[src/rtl/slave_pkt_fifo_if.sv]
// ---------------------------------------------------------------------------
// slave_pkt_fifo_if : channel-write and arbiter-stream signals of the packet slave
// Rev 1.0
// ---------------------------------------------------------------------------
`default_nettype none
`timescale 1ns/1ps

interface slave_pkt_fifo_if #(
    parameter int DATA_W = 32,
    parameter int AW     = 6
);
    logic [DATA_W-1:0] chx_data_i;
    logic              chx_valid_i;
    logic              chx_ready_o;
    logic              slvx_en_i;
    logic [2:0]        slvx_pkglen_i;
    logic [AW:0]       slvx_margin_o;
    logic              slvx_req_o;
    logic              a2sx_ack_i;
    logic [DATA_W-1:0] slvx_data_o;
    logic              slvx_valid_o;
    logic              a2sx_rdy_i;
    logic              slvx_busy_o;

    modport slave (
        input  chx_data_i, chx_valid_i, slvx_en_i, slvx_pkglen_i, a2sx_ack_i, a2sx_rdy_i,
        output chx_ready_o, slvx_margin_o, slvx_req_o, slvx_data_o, slvx_valid_o, slvx_busy_o
    );

    modport master (
        output chx_data_i, chx_valid_i, slvx_en_i, slvx_pkglen_i, a2sx_ack_i, a2sx_rdy_i,
        input  chx_ready_o, slvx_margin_o, slvx_req_o, slvx_data_o, slvx_valid_o, slvx_busy_o
    );
endinterface

`default_nettype wire

[src/rtl/slave_pkt_fifo.sv]
// ---------------------------------------------------------------------------
// slave_pkt_fifo : packet FIFO slave; requests the arbiter once a full packet is buffered.
// Optional completed-packet counter enabled by macro SLV_PKT_FIFO_PKTCNT_EN.
// Rev 1.0
// ---------------------------------------------------------------------------
`default_nettype none
`timescale 1ns/1ps

module slave_pkt_fifo #(
    parameter int DATA_W      = 32,
    parameter int AW          = 6,
    parameter int MAXLEN_CODE = 4
) (
    input  logic                 clk_i,
    input  logic                 rst_i,
    slave_pkt_fifo_if.slave      bus
`ifdef SLV_PKT_FIFO_PKTCNT_EN
    ,
    output logic [15:0]          slvx_pktcnt_o
`endif
);
    localparam int          DEPTH   = 1 << AW;
    localparam logic [AW:0] DEPTH_V = (AW+1)'(DEPTH);
    localparam logic [2:0]  MAXC    = 3'(MAXLEN_CODE);

    typedef enum logic [1:0] {
        IDLE = 2'd0,
        REQ  = 2'd1,
        SEND = 2'd2
    } state_t;

    state_t            state;
    state_t            state_nxt;
    logic [AW:0]       wr_ptr;
    logic [AW:0]       rd_ptr;
    logic [AW:0]       count;
    logic [AW:0]       len_q;
    logic [AW:0]       beat_cnt;
    logic [AW:0]       dec_len;
    logic [2:0]        code_c;
    logic              full;
    logic              wr_en;
    logic              rd_en;
    logic              last_beat;
    logic [DATA_W-1:0] mem [DEPTH];

    always_comb begin
        count     = wr_ptr - rd_ptr;
        full      = (wr_ptr[AW] != rd_ptr[AW]) && (wr_ptr[AW-1:0] == rd_ptr[AW-1:0]);
        code_c    = (bus.slvx_pkglen_i > MAXC) ? MAXC : bus.slvx_pkglen_i;
        dec_len   = (AW+1)'(4) << code_c;
        wr_en     = bus.chx_valid_i && bus.chx_ready_o;
        rd_en     = bus.slvx_valid_o && bus.a2sx_rdy_i;
        last_beat = rd_en && (beat_cnt == len_q - 1'b1);
    end

    // Outputs are forced to their idle values while reset is held, not just after it.
    always_comb begin
        bus.chx_ready_o   = !full && bus.slvx_en_i && !rst_i;
        bus.slvx_margin_o = rst_i ? DEPTH_V : DEPTH_V - count;
        bus.slvx_req_o    = !rst_i && (state == REQ);
        bus.slvx_valid_o  = !rst_i && (state == SEND);
        bus.slvx_busy_o   = !rst_i && (state != IDLE);
        bus.slvx_data_o   = bus.slvx_valid_o ? mem[rd_ptr[AW-1:0]] : '0;
    end

    always_comb begin
        state_nxt = state;
        case (state)
            IDLE:    if (count >= dec_len) state_nxt = REQ;
            REQ:     if (bus.a2sx_ack_i)   state_nxt = SEND;
            SEND:    if (last_beat)        state_nxt = IDLE;
            default: state_nxt = IDLE;
        endcase
    end

    always_ff @(posedge clk_i) begin
        if (rst_i) begin
            state    <= IDLE;
            wr_ptr   <= '0;
            rd_ptr   <= '0;
            beat_cnt <= '0;
            len_q    <= (AW+1)'(4);
        end else begin
            state <= state_nxt;
            if (wr_en)
                wr_ptr <= wr_ptr + 1'b1;
            if (rd_en)
                rd_ptr <= rd_ptr + 1'b1;
            // Length is frozen for the whole packet once the request is raised.
            if (state == IDLE && state_nxt == REQ)
                len_q <= dec_len;
            if (state == REQ && bus.a2sx_ack_i)
                beat_cnt <= '0;
            else if (rd_en)
                beat_cnt <= beat_cnt + 1'b1;
        end
    end

    always_ff @(posedge clk_i) begin
        if (wr_en)
            mem[wr_ptr[AW-1:0]] <= bus.chx_data_i;
    end

`ifdef SLV_PKT_FIFO_PKTCNT_EN
    always_ff @(posedge clk_i) begin
        if (rst_i)
            slvx_pktcnt_o <= '0;
        else if (last_beat)
            slvx_pktcnt_o <= slvx_pktcnt_o + 16'd1;
    end
`endif

endmodule

`default_nettype wire
[src/flat_wrapper.sv]
// flat-port wrapper written by rule: the top's interface ports become plain ports
module slave_pkt_fifo_flat 
#(
    parameter int DATA_W      = 32,
    parameter int AW          = 6,
    parameter int MAXLEN_CODE = 4
)
  (clk_i, rst_i, bus_chx_data_i, bus_chx_valid_i, bus_slvx_en_i, bus_slvx_pkglen_i, bus_a2sx_ack_i, bus_a2sx_rdy_i, bus_chx_ready_o, bus_slvx_margin_o, bus_slvx_req_o, bus_slvx_data_o, bus_slvx_valid_o, bus_slvx_busy_o);
  slave_pkt_fifo_if #(.DATA_W(DATA_W), .AW(AW)) bus_i ();
  input  logic clk_i;
  input  logic rst_i;
  input wire logic [$bits(bus_i.chx_data_i)-1:0] bus_chx_data_i;
  input wire logic [$bits(bus_i.chx_valid_i)-1:0] bus_chx_valid_i;
  input wire logic [$bits(bus_i.slvx_en_i)-1:0] bus_slvx_en_i;
  input wire logic [$bits(bus_i.slvx_pkglen_i)-1:0] bus_slvx_pkglen_i;
  input wire logic [$bits(bus_i.a2sx_ack_i)-1:0] bus_a2sx_ack_i;
  input wire logic [$bits(bus_i.a2sx_rdy_i)-1:0] bus_a2sx_rdy_i;
  output wire logic [$bits(bus_i.chx_ready_o)-1:0] bus_chx_ready_o;
  output wire logic [$bits(bus_i.slvx_margin_o)-1:0] bus_slvx_margin_o;
  output wire logic [$bits(bus_i.slvx_req_o)-1:0] bus_slvx_req_o;
  output wire logic [$bits(bus_i.slvx_data_o)-1:0] bus_slvx_data_o;
  output wire logic [$bits(bus_i.slvx_valid_o)-1:0] bus_slvx_valid_o;
  output wire logic [$bits(bus_i.slvx_busy_o)-1:0] bus_slvx_busy_o;
  assign bus_i.chx_data_i = bus_chx_data_i;
  assign bus_i.chx_valid_i = bus_chx_valid_i;
  assign bus_i.slvx_en_i = bus_slvx_en_i;
  assign bus_i.slvx_pkglen_i = bus_slvx_pkglen_i;
  assign bus_i.a2sx_ack_i = bus_a2sx_ack_i;
  assign bus_i.a2sx_rdy_i = bus_a2sx_rdy_i;
  assign bus_chx_ready_o = bus_i.chx_ready_o;
  assign bus_slvx_margin_o = bus_i.slvx_margin_o;
  assign bus_slvx_req_o = bus_i.slvx_req_o;
  assign bus_slvx_data_o = bus_i.slvx_data_o;
  assign bus_slvx_valid_o = bus_i.slvx_valid_o;
  assign bus_slvx_busy_o = bus_i.slvx_busy_o;
  slave_pkt_fifo #(.DATA_W(DATA_W), .AW(AW), .MAXLEN_CODE(MAXLEN_CODE)) u_core (.clk_i(clk_i), .rst_i(rst_i), .bus(bus_i));
endmodule
[config.mk]
export PLATFORM = sky130hd
export DESIGN_NAME = slave_pkt_fifo_flat
export DESIGN_NICKNAME = d
export VERILOG_FILES = /design/src/rtl/slave_pkt_fifo_if.sv /design/src/rtl/slave_pkt_fifo.sv /design/src/flat_wrapper.sv
export SDC_FILE = /design/constraint.sdc
export NUM_CORES = 2
export LEC_CHECK = 0
export BUFFER_PORTS_ARGS = -buffer_cell sky130_fd_sc_hd__buf_2
export CAP_MARGIN = 30
export CORE_ASPECT_RATIO = 0.7
export CORE_UTILIZATION = 60
export DETAILED_ROUTE_END_ITERATION = 8
export PLACE_DENSITY_LB_ADDON = 0.1
export SYNTH_ARGS = -nofsm -noshare
export SYNTH_HDL_FRONTEND = slang
export SYNTH_SLANG_ARGS = --single-unit
[constraint.sdc]
create_clock -name clk_i -period 6.05 [get_ports clk_i]
set_clock_uncertainty 0.15 [all_clocks]
set_input_delay 0.9075 -clock clk_i [delete_from_list [all_inputs] [get_ports clk_i]]
set_output_delay 0.9075 -clock clk_i [all_outputs]
set_load 0.005 [all_outputs]
==> implementation parameters <==
Parameter                              Value

Detailed routing
  Total via count after detailed routing ... 39,800
  Sum of routed wire segments on met1 ... 82,600 um
  Per-cell routed wire length ... 35.7 um
  Remaining DRCs ... 0
  Post-route ant nets ... 0
  Number of vias per cell after detailed routing ... 6.93
  First-iteration detailed-routing DRC count ... 5,361
  Met3 routed WL ... 21,600 um
  First drt pass iteration count ... 6
  Met2 routed wirelength ... 95,000 um
  Total wire length after detailed routing ... 205,000 um
  Top routing layer in use ... met5

Cells and area
  Ratio of cells with drive above 1 in the final layout ... 29.2%
  Area overhead of the layout relative to synthesis ... 12.8%
  Post-layout net count ... 3,882
  Final core occ ... 68.2%
  Non-filler cells, final ... 5,739
  Fillers ... 8,044

Synthesis
  Post-synth EDFFs ... 2,048
  Top area cells in the synthesized netlist ... sky130_fd_sc_hd__edfxtp_1 (76%), sky130_fd_sc_hd__mux4_2 (15%), sky130_fd_sc_hd__mux2i_1 (1.7%)
  Post-synthesis sequential area ratio ... 77.2%
  Post-synth top area share ... 76.4%
  List of most frequent post-synthesis cells ... sky130_fd_sc_hd__edfxtp_1 (2,048), sky130_fd_sc_hd__mux4_2 (545), sky130_fd_sc_hd__mux2i_1 (138), sky130_fd_sc_hd__nor2_1 (126), sky130_fd_sc_hd__buf_2 (73)
  Post-synthesis area per instance ... 22.6 um2
  Register bit count reported by yosys ... 2,082
  Cell type with the highest aggregate area in the netlist ... sky130_fd_sc_hd__edfxtp_1
  Number of library cell types mapped by synthesis ... 54
  Most repeated cell in the gate-level netlist after synthesis ... sky130_fd_sc_hd__edfxtp_1
  Post-synthesis instance total ... 3,558
  Synth Flop Type ... sky130_fd_sc_hd__edfxtp_1
  Synthesized cell area ... 80,500 um2
  Number of synthesis warnings ... 0
  Async SR Flop Fraction ... 0%
  Syn Nets ... 3,616

Timing
  Ratio of final minimum period to clock period ... 92.0%
  Min Clock Period, post-route ... 5.56 ns
  Transition time at the pin with the least slew margin ... 1.17 ns
  Achievable Freq ... 0.180 GHz
  Setup TNS ... 0 ns
  Slack of the critical path ... 0.485 ns
  Setup repair after global routing missed its margin ... no
  Remaining max-slew budget at the tightest pin ... 22.0%
  Final number of setup-violating endpoints ... 0
  Final Max Slew Viols ... 0
  Fin. Hold Viols ... 0

Worst setup path
  Arrival time at the worst endpoint ... 4.51 ns
  Reg2Reg Setup Slack ... 1.71 ns
  R2r worst-path depth ... 8
  Startpoint kind of the worst setup timing path ... flop
  Stage delay of the slowest cell on the critical path ... 0.93 ns
  Chain of cells forming the critical path ... buf_12 -> buf_12 -> mux4_2 -> mux2i_1 -> o22ai_1 -> a221oi_1 -> nor2_1 -> buf_2
  Critical setup path kind ... flop to primary output
  Stages on the worst setup path ... 8
  Count of buffering cells on the critical path with inverters included ... 3
  Slowest cell on the critical path ... sky130_fd_sc_hd__a221oi_1
  Cell seen most often among critical-path stages ... sky130_fd_sc_hd__buf_12
  Biggest fanout along the worst timing path ... 38
  Worst endpoint required time ... 4.99 ns
  Kind of cell adding the most delay to the critical path ... compound AO/OA/AOI/OAI gates
  Critical path capture point type ... primary output

Clocking
  CTS HTree Levels ... 4
  Worst skew pair latency ... 0.81 ns
  Maximum clock insertion buffer count ... 3
  Number of buffers inserted during clock tree synthesis ... 184
  CTS Root Buffer Type ... sky130_fd_sc_hd__clkbuf_16
  Number of hold buffers added after cts ... 0
  Number of clock sinks ... 2,082
  Number of setup buffers added after CTS ... 0
  Resize count post-CTS ... 0
  CTS tree ... yes
  Clock slew at reported path FFs ... 0.07 ns

Placement
  Total half-perimeter wirelength after legalization and detailed placement ... 119,000 um
  Total of buffers placed on input and output ports ... 83
  Routability congestion estimate from global placement ... 0.862
  Number of cells after detailed placement ... 5,376
  Worst-case setup slack after placement ... 1.00 ns

Global route
  Maximum number of pins on one net before global-route repair ... 90
  Vias in the first global route ... 39,300
  Global routing usage summed across all routing layers ... 30.6%
  Total grt overflow ... 0
  Wire length of the first global-routing pass ... 288,000 um
  Number of antenna violations at the first check in global routing ... 9

Pwr
  Total power after layout ... 0.0281 W
  Peak supply drop ... 248 uV
  Comb power frac ... 2.1%
  Register share of total power ... 56.4%
  Switching Fraction ... 19.7%
  Total power density per cell area ... 309 nW/um2
  Relative contribution of the clock network to total power ... 41.6%
  Pleak ... 27.3 nW
  Total internal power ... 0.0226 W
  Net switching power figure ... 0.00554 W

Floorplanning
  Die width ... 440 um
  Ports ... 84
  Area of the core ... 133,000 um2
  Starting density of the core ... 60.4%
  Vert. Die Dim ... 309 um
  DIE AREA ... 136,000 um2
  Site Rows ... 112

Worst hold path
  Worst min-delay path category ... input port to flop
  Number of cells on the worst hold path ... 1

Outcome
  Run status ... finished, final reports clean

Run
  Max cap viols ... 0
-- registers in the layout, summed over array words and instances (netlist names), named ones only --
| name | count |
|---|---|
| u_core.beat_cnt | 7 |
| u_core.len_q | 5 |
| u_core.mem | 2048 |
| u_core.rd_ptr | 7 |
| u_core.state | 2 |
| u_core.wr_ptr | 7 |
-- power by group through the flow --
stage	Combinational [W]	Clock (W)	Sequential [W]
2_1_floorplan	0.000230	0	0.0162
6_report	0.000580	0.0117	0.0158
3_5_place_dp	0.000535	0	0.0162
5_1_grt	0.000617	0.0123	0.0158
4_1_cts	0.000535	0.0118	0.0159
3_3_place_gp	0.000492	0	0.0162
-- final cells by class --
cell class	instances	area, um2	area share (%)
Sequential cell	2082	62200	68.5
Antenna cell	1	2.50	0.00275
Multi-Input combinational cell	1274	17700	19.5
Tap cell	1767	2210	2.43
Clock buffer	226	4950	5.45
Timing Repair Buffer	265	2770	3.05
Inverter	17	63.8	0.0702
Clock inverter	107	975	1.07
-- per-stage QoR --
step	instance area, um2	hold WS (ns)
after global routing	90800	0.176
after global placement	84100	0.341
after floorplan	80500	0.320
final	90800	0.191
after CTS	90300	0.188
after detailed placement	84300	0.349
-- metal layers --
| metal | vias to the layer above | global-route usage (%) |
|---|---|---|
| met2 | 2524 | 45.9 |
| met5 | - | 0 |
| li1 | 15600 | - |
| met3 | 373 | 6.06 |
| met4 | 6 | 9.02 |
| met1 | 21300 | 46.4 |
-- cell usage in the layout (no fill, tap or decap), drive strengths merged, types with 34 or more instances in the layout --
master | synthesis | routed
a21oi | 41 | 41
buf | 151 | 265
clkbuf | 34 | 226
clkinv | 0 | 81
dfxtp | 34 | 34
edfxtp | 2048 | 2048
mux2i | 138 | 138
mux4 | 545 | 545
nand2 | 60 | 60
nor2 | 126 | 126
nor2b | 37 | 37
o21ai | 52 | 52
-- path summary, 6_finish.rpt --
path	startpoint	end
max	flop	bus_slvx_data_o[28]
min	bus_chx_data_i[6]	u_core.mem[62][6]
max reg2reg	u_core.wr_ptr[3]	u_core.mem[16][1]
min reg2reg	u_core.beat_cnt[6]	u_core.beat_cnt[6]
-- cells by family (layout without fill, tap and decap cells) --
group,after synthesis,count (layout),synth area share (%)
xor gates and xnor gates,27,27,0.294
other,0,1,0
buffers and inverters,202,615,1.43
and+or+nand+nor,295,295,1.70
AOI/OAI and AO/OA,234,234,1.88
muxes,701,701,17.2
DFF,2082,2082,77.2
adders and majority gates,17,17,0.273
(Power assumes the default switching activity.)
